--- src/rtl/seg7_pkg.sv ---
// seg7_pkg: segment patterns shared with the hex-to-segment driver
package seg7_pkg;

   typedef logic [6:0] seg_t;

   localparam seg_t SEG_0     = 7'h3F;
   localparam seg_t SEG_1     = 7'h06;
   localparam seg_t SEG_2     = 7'h5B;
   localparam seg_t SEG_3     = 7'h4F;
   localparam seg_t SEG_4     = 7'h66;
   localparam seg_t SEG_5     = 7'h6D;
   localparam seg_t SEG_6     = 7'h7D;
   localparam seg_t SEG_7     = 7'h07;
   localparam seg_t SEG_8     = 7'h7F;
   localparam seg_t SEG_9     = 7'h6F;
   localparam seg_t SEG_A     = 7'h77;
   localparam seg_t SEG_B     = 7'h7C;
   localparam seg_t SEG_C     = 7'h39;
   localparam seg_t SEG_D     = 7'h5E;
   localparam seg_t SEG_E     = 7'h79;
   localparam seg_t SEG_F     = 7'h71;
   localparam seg_t SEG_BLANK = 7'h00;

   localparam seg_t SEG_TABLE [16] = '{
      SEG_0, SEG_1, SEG_2, SEG_3, SEG_4, SEG_5, SEG_6, SEG_7,
      SEG_8, SEG_9, SEG_A, SEG_B, SEG_C, SEG_D, SEG_E, SEG_F
   };

endpackage

--- src/rtl/seg7_pattern_decode.sv ---
// seg7_pattern_decode: segment pattern back to hex nibble, flagging blank and non-hex patterns
module seg7_pattern_decode
   import seg7_pkg::*;
(
   input  logic [6:0] seg,
   output logic [3:0] nibble,
   output logic       blank,
   output logic       invalid
);

   assign blank = seg == SEG_BLANK;

   // Search the driver table; any unmatched, non-blank pattern is an error
   always_comb begin
      nibble  = 4'd0;
      invalid = seg != SEG_BLANK;
      for (int i = 0; i < 16; i++) begin
         if (seg == SEG_TABLE[i]) begin
            nibble  = 4'(i);
            invalid = 1'b0;
         end
      end
   end

endmodule

--- src/rtl/seg7_scan_reader.sv ---
// seg7_scan_reader: captures stable digits of a multiplexed 7-segment bus and assembles hex frames
module seg7_scan_reader
   import seg7_pkg::*;
#(
   parameter int NUM_DIGITS    = 4,
   parameter int STABLE_CYCLES = 4
)
(
   input  logic                    clk,
   input  logic                    rst,
   input  logic [6:0]              seg,
   input  logic [NUM_DIGITS-1:0]   dig_en,
   output logic [4*NUM_DIGITS-1:0] value_out,
   output logic [NUM_DIGITS-1:0]   blank_mask,
   output logic [NUM_DIGITS-1:0]   err_mask,
   output logic                    frame_valid,
   output logic                    glitch
);

   localparam logic [0:0] WAIT   = 1'b0;
   localparam logic [0:0] HELD   = 1'b1;
   localparam logic [7:0] STABLE = 8'(STABLE_CYCLES);

   seg_t                    samp_seg;
   logic [NUM_DIGITS-1:0]   samp_en;
   logic [7:0]              cnt;
   logic [0:0]              state [NUM_DIGITS];
   logic [NUM_DIGITS-1:0]   seen;
   logic [NUM_DIGITS-1:0]   cap;
   logic [4*NUM_DIGITS-1:0] sh_val, sh_val_n;
   logic [NUM_DIGITS-1:0]   sh_blank, sh_blank_n;
   logic [NUM_DIGITS-1:0]   sh_err, sh_err_n;
   logic [3:0]              nibble;
   logic                    blank;
   logic                    invalid;
   logic                    in_onehot;
   logic                    stable;
   logic                    done;

   assign in_onehot = $onehot(dig_en);
   assign stable    = cnt == STABLE;
   assign done      = &seen;

   seg7_pattern_decode u_decode (
      .seg     (samp_seg),
      .nibble  (nibble),
      .blank   (blank),
      .invalid (invalid)
   );

   // Register the bus and count how long it has held one identical one-hot sample
   always_ff @(posedge clk or posedge rst) begin
      if (rst) begin
         samp_seg <= '0;
         samp_en  <= '0;
         cnt      <= '0;
         glitch   <= 1'b0;
      end else begin
         samp_seg <= seg;
         samp_en  <= dig_en;
         cnt      <= !in_onehot ? 8'd0 :
                     ({seg, dig_en} != {samp_seg, samp_en}) ? 8'd1 :
                     stable ? cnt : cnt + 8'd1;
         glitch   <= $countones(dig_en) > 1;
      end
   end

   // Capture strobes and the shadow slots as they look after this edge's capture
   always_comb begin
      cap        = '0;
      sh_val_n   = sh_val;
      sh_blank_n = sh_blank;
      sh_err_n   = sh_err;
      for (int i = 0; i < NUM_DIGITS; i++) begin
         cap[i] = stable && samp_en[i] && state[i] == WAIT;
         if (cap[i]) begin
            sh_val_n[4*i +: 4] = nibble;
            sh_blank_n[i]      = blank;
            sh_err_n[i]        = invalid;
         end
      end
   end

   // One capture per stable dwell; any restart of stability re-arms every digit
   always_ff @(posedge clk or posedge rst) begin
      if (rst) begin
         for (int i = 0; i < NUM_DIGITS; i++) state[i] <= WAIT;
      end else begin
         for (int i = 0; i < NUM_DIGITS; i++) state[i] <= !stable ? WAIT : cap[i] ? HELD : state[i];
      end
   end

   // Shadow slots, seen mask and frame hand-off; a capture on the completing edge joins that frame
   always_ff @(posedge clk or posedge rst) begin
      if (rst) begin
         sh_val      <= '0;
         sh_blank    <= '0;
         sh_err      <= '0;
         seen        <= '0;
         value_out   <= '0;
         blank_mask  <= '0;
         err_mask    <= '0;
         frame_valid <= 1'b0;
      end else begin
         sh_val      <= sh_val_n;
         sh_blank    <= sh_blank_n;
         sh_err      <= sh_err_n;
         seen        <= done ? '0 : seen | cap;
         frame_valid <= done;
         if (done) begin
            value_out  <= sh_val_n;
            blank_mask <= sh_blank_n;
            err_mask   <= sh_err_n;
         end
      end
   end

endmodule

--- config.mk ---
export PLATFORM = sky130hd
export DESIGN_NAME = seg7_scan_reader
export DESIGN_NICKNAME = d
export VERILOG_FILES = /design/src/rtl/seg7_pkg.sv /design/src/rtl/seg7_pattern_decode.sv /design/src/rtl/seg7_scan_reader.sv
export SDC_FILE = /design/constraint.sdc
export NUM_CORES = 1
export LEC_CHECK = 0
export ABC_AREA = 1
export ABC_CLOCK_PERIOD_IN_PS = 3100
export BUFFER_PORTS_ARGS = -buffer_cell sky130_fd_sc_hd__buf_2
export CAP_MARGIN = 20
export CORE_MARGIN = 3
export CORE_UTILIZATION = 58
export CTS_BUF_LIST = sky130_fd_sc_hd__clkbuf_8 sky130_fd_sc_hd__clkbuf_16
export CTS_CLUSTER_DIAMETER = 150
export DETAILED_ROUTE_END_ITERATION = 10
export PLACE_DENSITY = 0.79
export SLEW_MARGIN = 30
export SYNTH_ARGS = -nofsm -noshare
export SYNTH_HDL_FRONTEND = slang
export SYNTH_SLANG_ARGS = --single-unit
--- constraint.sdc ---
create_clock -name clk -period 3.1 [get_ports clk]
set_clock_uncertainty 0.05 [all_clocks]
set_input_delay 0.62 -clock clk [delete_from_list [all_inputs] [get_ports clk]]
set_output_delay 0.62 -clock clk [all_outputs]
set_load 0.02 [all_outputs]
==> results of run 1 <==
## worst paths after layout
path                                 end         start  slack (ns)
max in group asynchronous     sh_val[15]           rst        2.07
hold reg to reg             value_out[9]  value_out[9]        0.43
setup / recovery                  cnt[7]     dig_en[0]        0.47
hold / removal                    cnt[5]           rst        0.26
setup reg to reg           blank_mask[2]        cnt[0]        1.16
min in group clk             samp_seg[2]        seg[2]        0.36
## cells in the mapped netlist, drive strengths merged (4+ instances only)
library cell  count  share of area [%]
a21boi           10                2.1
nand4             9                1.6
nor3              9                1.9
dfrtp            77                 55
nand2           115                 12
inv              46                5.0
and2              4               0.71
nor2             32                4.2
ha                6                2.1
o21ai            12                2.1
a21oi             9                1.3
xnor2             9                2.2
buf               5               0.71
nand3            21                3.6
or2              13                2.3
## flip-flops by register name, summed over array words and instances (netlist names), 7 cells and up
signal     flops
samp_seg       7
sh_val        16
cnt            8
value_out     16
## stage by stage
stage                     util, %  hold WS (ns)  instances  worst slack [ns]
after global placement      66.98        0.4051        496            0.2511
after detailed placement    66.98        0.4097        496            0.1279
after floorplan                 -        0.3931        392            0.4633
after CTS                   70.92        0.2687        512            0.4696
after global routing        70.92        0.2982        512            0.2856
final                       70.92        0.2601        512            0.4691
## per-layer routing
layer  part of all wire (%)  up-vias  track usage, %
met2                     48       52           34.92
met5                      0        -               0
met4                    1.1        0           6.871
met3                    4.1        8           3.455
li1                       -     1327               -
met1                     47     1228           27.60
## kinds of logic (layout without fill, tap and decap cells)
group / Yosys count / in the layout / synth area share, %
DFF: 77 / 77 / 54.69
xor gates and xnor gates: 11 / 11 / 2.735
and+or+nand+nor: 205 / 205 / 26.92
AOI/OAI and AO/OA: 38 / 38 / 6.960
buffers and inverters: 54 / 102 / 6.001
adders and majority gates: 7 / 7 / 2.699
## layout make-up
type	instances	area [µm²]
sequential	77	1927
clock buffer	9	123.9
multi-input combinational	261	1391
timing repair buffer	40	217.7
inverter	46	175.2
tap	72	90.09
clock inverter	7	100.1
fill	440	1650
## power breakdown
part	switching, W	leakage [nW]	total, W	internal, W
registers	0.0000129	1.05	0.00103	0.00102
logic	0.0000742	1.01	0.000114	0.0000401
clock network	0.000380	0.102	0.000835	0.000456
==> impl_metrics.ini, run 1 <==
[floorplan]
dieArea_mm2 = 0.007046
io_pins = 39
initial_utilization_pct = 62.08
rows = 27
die_h_um = 83.94
core_mm2 = 0.005675
die_w_um = 83.94

[critical_path]
reg2reg_depth = 11
cp_common_cell = inv_1
critical_path_class = in -> reg
crit_slowest_cell = fa_1
start_kind = primary input
cp.depth = 11
crit_chain = buf_2, inv_1, fa_1, inv_1, ha_1, inv_1, ha_1, nor3_1, nand3_1, o21bai_1, a21oi_1
path_max_fanout = 7
max_stage_delay_ns = 0.54
crit_family = adder cells
arrival_ns = 2.84
cp-end-kind = flip-flop
critPathRequiredTime_ns = 3.31
crit_buf_inv = 4

[yosys]
async_flop_share_pct = 100.0
synth-edff-count = 0
synth.avg_cell_area_um2 = 8.988
ys_ff_latch = 77
synth-seq-area-share_pct = 54.69
synth_nets = 412
yosysUniqueCellTypes = 37
netlist_area_mm2 = 0.003523
yosys_warnings = 0
synth_cells = 392
synth_ff_type = dfrtp_1

[placed_design]
portBuffers = 38
place_hpwl_mm = 4.601
gp_congestion = 0.8082
dpl-instance-area_mm2 = 0.003801

[clocking]
htree_levels = 3
clock-root-buffer = clkbuf_8
postCtsSetupRepairBufs = 0
clk_pin_slew_ns = 0.08
clock_latency_ns = 0.34
numCtsBuffers = 9
cts_buffer_depth = 2
cts_tree = yes
ctsHoldBuffers = 0
cts.sinks = 77
post_cts_resized = 0

[global_route]
antenna_found_initial = 0
grtUsageTotal_pct = 20.83
grt_pass1_vias = 2626
grt_remaining_overflow = 0
grt_max_degree = 55
grt_pass1_wl_mm = 11.94

[sta]
slew_violations = 0
relSlewSlack_pct = 52.29
fmax_ghz = 0.3801
tightest_slew_ns = 0.7149
setup_viol = 0
hold_viol = 0
timing.final.crit_period_ns = 2.631
rsz0062_at_grt = false
timing.final.crit_share_pct = 84.87
tns_ns = 0

[detailed_routing]
ant_nets = 0
route.detailed.drc = 0
drt_iter0_drc = 174
vias = 2615
routed_wl_mm = 6.567
vias_per_cell = 5.107
post_drt_wl_per_cell_um = 12.83
drtPass1Iterations = 4

[final_layout]
nets = 455
final_common_cell = nand2_1
drive_gt1_share_pct = 19.77
area_delta_synth_final_pct = 14.24
num_antenna_cells = 0
fin_area_mm2 = 0.004025
layout_common_cells = nand2_1 (114), dfrtp_1 (77), inv_1 (41)

[power_and_ir_drop]
p_leak_nw = 2.161
peakVddDrop_mv = 0.3179
finalPower_w = 0.001979
power_density_mw_per_mm2 = 491.6

[run_status]
status = finished, final reports clean

[hold_path]
worstHoldPathType = in -> async

[flow_run]
maxCapViolations = 0
(Power assumes the default switching activity.)
==> run 2: changes to the inputs <==
--- a/config.mk
+++ b/config.mk
@@ -5,16 +5,16 @@
 export SDC_FILE = /design/constraint.sdc
 export NUM_CORES = 1
 export LEC_CHECK = 0
-export ABC_AREA = 1
-export ABC_CLOCK_PERIOD_IN_PS = 3100
+export ABC_AREA = 0
+export ABC_CLOCK_PERIOD_IN_PS = 2400
 export BUFFER_PORTS_ARGS = -buffer_cell sky130_fd_sc_hd__buf_2
 export CAP_MARGIN = 20
 export CORE_MARGIN = 3
-export CORE_UTILIZATION = 58
+export CORE_UTILIZATION = 52
 export CTS_BUF_LIST = sky130_fd_sc_hd__clkbuf_8 sky130_fd_sc_hd__clkbuf_16
 export CTS_CLUSTER_DIAMETER = 150
 export DETAILED_ROUTE_END_ITERATION = 10
-export PLACE_DENSITY = 0.79
+export PLACE_DENSITY = 0.75
 export SLEW_MARGIN = 30
 export SYNTH_ARGS = -nofsm -noshare
 export SYNTH_HDL_FRONTEND = slang
==> constraint.sdc (replaced) <==
create_clock -name clk -period 2.4 [get_ports clk]
set_clock_uncertainty 0.05 [all_clocks]
set_input_delay 0.48 -clock clk [delete_from_list [all_inputs] [get_ports clk]]
set_output_delay 0.48 -clock clk [all_outputs]
set_load 0.02 [all_outputs]
==> run 2 against run 1 <==
  * Global-route usage shrank 2.1 points
  * Final cell count shrank 10%
  * Sequential share of layout area shrank 1.5 points
  * Utilization shrank 7.0 points
  * Clock power grew 16%
  * Synthesized area grew 1.6%
  * Combinational power grew 42%
  * Non-clock buffer count grew 14
  * Critical path type is now reg -> reg
  * Via count shrank 3.6%
  * Synthesized cell count shrank 17%
  * Critical endpoint is now value_out[9]
  * Clock-buffer cell count is the same
==> impl_metrics.ini, run 2 <==
[floorplan]
dieArea_mm2 = 0.007918
die_w_um = 88.99
rows = 29
die_h_um = 88.99
core_mm2 = 0.006495
io_pins = 39
initial_utilization_pct = 55.13

[detailed_routing]
ant_nets = 0
vias_per_cell = 5.469
wl_met2_mm = 3.226
vias = 2521
drt_iter0_drc = 137
met3WireLength_um = 282
wl_met1_mm = 3.267
route.detailed.drc = 0
routed_wl_mm = 6.834
drtPass1Iterations = 4
top_layer = met4
post_drt_wl_per_cell_um = 14.82

[final_layout]
finalNonFillerCells = 461
fillers = 512
final_common_cell = dfrtp_1
layout_common_cells = dfrtp_1 (77), nor2_1 (50), buf_2 (38)
drive_gt1_share_pct = 25.26
final_util_pct = 63.92
num_antenna_cells = 0
nets = 399
top_regs = sh_val: 16 flops, value_out: 16 flops, cnt: 8 flops
area_delta_synth_final_pct = 15.93
fin_area_mm2 = 0.004151

[clocking]
post_cts_resized = 0
postCtsSetupRepairBufs = 0
cts.sinks = 77
clk_pin_slew_ns = 0.08
numCtsBuffers = 9
ctsHoldBuffers = 0
htree_levels = 3
cts_tree = yes
cts_buffer_depth = 2
clock-root-buffer = clkbuf_8
clock_latency_ns = 0.34

[global_route]
grtUsageTotal_pct = 18.70
antenna_found_initial = 0
grt_pass1_vias = 2387
grt_remaining_overflow = 0
grt_pass1_wl_mm = 11.31
grt_max_degree = 32

[sta]
fmax_ghz = 0.4490
timing.final.crit_period_ns = 2.227
timing.final.crit_share_pct = 92.80
tightest_slew_ns = 0.7196
setup_viol = 0
tns_ns = 0
slew_violations = 0
hold_viol = 0
rsz0062_at_grt = false
relSlewSlack_pct = 51.93

[critical_path]
critical_path_class = reg -> reg
rrSetupSlack_ns = 0.17
crit_slowest_cell = dfrtp_1
crit_start = cnt[7]
arrival_ns = 2.39
max_stage_delay_ns = 0.42
cp-end-kind = flip-flop
reg2reg_to = value_out[9]
critPathRequiredTime_ns = 2.57
timing.rr.start = cnt[7]
start_kind = flip-flop
reg2reg_depth = 6
crit_chain = nor4b_4, nand3_4, buf_4, or3b_1, nor3_1, o31ai_1
path_max_fanout = 12

[hold_path]
worstHoldPathType = in -> async

[yosys]
synth-edff-count = 0
synthTopCellsByArea = dfrtp_1 (54%), nor2_1 (5.2%), mux2_2 (3.1%)
synth.avg_cell_area_um2 = 10.95
yosys_warnings = 0
async_flop_share_pct = 100.0
ys_ff_latch = 77
synth_top_area_share_pct = 53.81
synth-seq-area-share_pct = 53.81
yosysUniqueCellTypes = 54
synth_cells = 327
synth_common_cells = dfrtp_1 (77), nor2_1 (50), nand2_1 (26)
synth_ff_type = dfrtp_1
yosysMostFrequentCell = dfrtp_1
netlist_area_mm2 = 0.003581
yosys.area.top_type = dfrtp_1
synth_nets = 347

[power_and_ir_drop]
finalPower_w = 0.002473
p_leak_nw = 2.001
power_density_mw_per_mm2 = 595.7
peakVddDrop_mv = 0.3367

[placed_design]
portBuffers = 38
gp_congestion = 0.8505
place_hpwl_mm = 4.893
dpl-instance-area_mm2 = 0.003944
dp_cells = 445

[run_status]
status = finished, final reports clean

[flow_run]
maxCapViolations = 0
## run 2: changes by cell type after synthesis, moves of 7 or more
cell      delta
nand2_1     -88
a21boi_0     -7
mux2_2      +10
nor2_1      +21
inv_1       -31
o31ai_1     +11
or2_2       -11
## run 2: worst max-delay path: cells and delay by family (launching register included)
family,cells,cell delay (ns)
compound gates,1,0.13
flops,1,0.42
simple gates,4,1.28
buf+inv,1,0.21
## run 2: layer usage
layer / track usage, % / vias up
met2: 29.55 / 57
met4: 6.089 / 0
li1: - / 1247
met3: 3.594 / 6
met1: 26.15 / 1211
met5: 0 / -
## run 2: how the worst max path moves through the flow
stage	to	slack, ns	cells past startpoint
final	value_out[9]	0.17	6
after CTS	value_out[9]	0.06	6
after floorplan	cnt[1]	0.18	9
after global routing	value_out[9]	0.03	6
after detailed placement	cnt[7]	-0.05	10
after global placement	cnt[7]	0.06	10
## run 2: metrics by stage
step / hold slack [ns] / setup slack [ns]
6_report: 0.1948 / 0.1728
5_1_grt: 0.1981 / 0.03205
4_1_cts: 0.1989 / 0.06328
3_5_place_dp: 0.4114 / -0.04724
3_3_place_gp: 0.4051 / 0.05833
2_1_floorplan: 0.3979 / 0.1755
## run 2: layout make-up
cell class,instances,area [µm²],area share (%)
Tap cell,77,96.34,2.321
Multi-Input combinational cell,225,1544,37.19
Clock buffer,9,123.9,2.984
Timing Repair Buffer,54,335.3,8.077
Sequential cell,77,1927,46.41
Inverter,12,48.80,1.175
Clock inverter,7,76.32,1.838
## run 2: cell families (layout without fill, tap and decap cells)
kind of cell               after synthesis  in the layout  share of synthesized area [%]
and+or+nand+nor                        141            141                          22.12
buffers and inverters                   25             82                          3.284
DFF                                     77             77                          53.81
muxes                                   16             16                          5.451
AOI/OAI and AO/OA                       43             43                          8.281
xor gates and xnor gates                18             18                          4.402
adders and majority gates                7              7                          2.655
## run 2: where the power goes
part	internal, W	switching [W]
Clock	0.000485	0.000482
Sequential	0.00131	0.0000307
Combinational	0.0000731	0.0000891
==> run 3: changes to the inputs <==
--- a/config.mk
+++ b/config.mk
@@ -9,6 +9,7 @@
 export ABC_CLOCK_PERIOD_IN_PS = 2400
 export BUFFER_PORTS_ARGS = -buffer_cell sky130_fd_sc_hd__buf_2
 export CAP_MARGIN = 20
+export CORE_ASPECT_RATIO = 2
 export CORE_MARGIN = 3
 export CORE_UTILIZATION = 52
 export CTS_BUF_LIST = sky130_fd_sc_hd__clkbuf_8 sky130_fd_sc_hd__clkbuf_16
==> run 3 against run 2 <==
  * Final area grew 3.3%
  * Wire length grew 4.3%
  * First-iteration DRC count increased by 18%
  * Global-route usage rose by 0.70 points
  * Fmax fell by 0.26%
  * Register-to-register slack about the same
  * Clock-buffer cell count is 3 higher
  * Final cell count grew 3.0%
  * Via count grew 4.5%
  * Clock power rose by 45%
  * Hold slack worse by 0.034 ns
==> impl_metrics.ini, run 3 (synthesized netlist as in run 2, its figures left out) <==
[final_layout]
layout_common_cells = dfrtp_1 (77), nor2_1 (50), buf_2 (38)
drive_gt1_share_pct = 25.84
nets = 402
final_common_cell = dfrtp_1
seq_area_mm2 = 0.001927
num_antenna_cells = 0
fillers = 552
top_regs = sh_val: 16 flops, value_out: 16 flops, cnt: 8 flops
multi_input_area_mm2 = 0.001544
area_delta_synth_final_pct = 19.74
final_util_pct = 64.25

[sta]
hold_viol = 0
rsz0062_at_grt = false
relSlewSlack_pct = 58.99
fmax_ghz = 0.4478
timing.final.crit_period_ns = 2.233
setup_viol = 0
worst_slack_ns = 0.1671
timing.final.crit_share_pct = 93.04
slew_violations = 0
whs_ns = 0.1607
tightest_slew_ns = 0.6138

[critical_path]
cp-end-kind = flip-flop
critPathRequiredTime_ns = 2.57
path_max_fanout = 12
crit_start = cnt[7]
start_kind = flip-flop
timing.rr.start = cnt[7]
critical_path_class = reg -> reg
arrival_ns = 2.40

[power_and_ir_drop]
finalPower_w = 0.002908
peakVddDrop_mv = 0.4944
switchingPower_w = 0.0006332
seq_power_share_pct = 46.1
comb_power_share_pct = 5.9
p_leak_nw = 2.067
power.share.clock_pct = 48.0
p_int_w = 0.002275
netSwitchingFraction_pct = 21.77
power_density_mw_per_mm2 = 678.2

[detailed_routing]
drt_iter0_drc = 161
post_drt_wl_per_cell_um = 15.01
route.detailed.drc = 0
ant_nets = 0
routed_wl_mm = 7.131
vias = 2635
drtPass1Iterations = 4
vias_per_cell = 5.547

[global_route]
grt_pass1_vias = 2572
antenna_found_initial = 0
grtUsageTotal_pct = 19.40
grt_pass1_wl_mm = 11.69
grt_max_degree = 35
grt_remaining_overflow = 0

[clocking]
htree_levels = 3
postCtsSetupRepairBufs = 0
ctsHoldBuffers = 0
clock_latency_ns = 0.34
clk_pin_slew_ns = 0.06
cts_tree = yes
cts_buffer_depth = 2
numCtsBuffers = 9
cts.sinks = 77
clock-root-buffer = clkbuf_16

[placed_design]
pre_cts_ws_ns = -0.1061
gp_congestion = 0.7835
place_hpwl_mm = 5.249
portBuffers = 38

[floorplan]
io_pins = 39
dieArea_mm2 = 0.007979
core_mm2 = 0.006674
initial_utilization_pct = 53.66
rows = 42
die_h_um = 123.4
die_w_um = 64.68

[hold_path]
worstHoldPathType = in -> async

[flow_run]
maxCapViolations = 0

[run_status]
status = finished, final reports clean
-- run 3: worst paths after layout --
check / depth (start not counted) / to / slack (ns)
max: 5 / blank_mask[2] / 0.17
min: 2 / value_out[8] / 0.16
max reg2reg: 5 / blank_mask[2] / 0.17
min reg2reg: 2 / value_out[5] / 0.42
max in group asynchronous: 3 / samp_seg[2] / 1.52
min in group clk: 1 / samp_seg[1] / 0.22
-- run 3: metrics by stage --
step                      TNS, ns  instance area, µm²  instances
after floorplan                 0                3585        327
after global placement    -0.2269                3968        459
after detailed placement  -0.6481                3968        459
after CTS                       0                4280        475
after global routing            0                4288        475
final                           0                4288        475
-- run 3: timing repair --
action,CTS,global route
resized for setup,0,1
endpoints found under the hold margin,0,0
endpoints found under the setup margin,0,7
-- run 3: layer usage --
metal	part of all wire, %	up-vias	GRT usage, %	wire (µm)
met2	55	56	34.39	3908
met4	3.9	0	11.66	276
li1	-	1262	-	-
met5	0	-	0	0
met3	3.3	19	3.545	233
met1	38	1298	21.18	2713
-- run 3: layout make-up --
cell class,count,area share [%]
clock inverter,4,1.080
multi-input combinational,225,36.01
inverter,12,1.138
tap,88,2.568
clock buffer,12,6.215
sequential,77,44.94
timing repair buffer,57,8.054
-- run 3: worst max-delay path, cell delays in order, from the launching register on --
cell	delay, ns
dfrtp_1	0.41
nor4b_4	0.35
nand3_4	0.22
nor3b_2	0.41
mux2_2	0.40
mux2_2	0.27
-- run 3: power groups by stage --
stage	registers [W]	clock network (W)	logic (W)
2_1_floorplan	0.00136	0	0.000113
3_3_place_gp	0.00136	0	0.000165
3_5_place_dp	0.00136	0	0.000171
4_1_cts	0.00134	0.00141	0.000172
5_1_grt	0.00134	0.00146	0.000190
6_report	0.00134	0.00140	0.000170
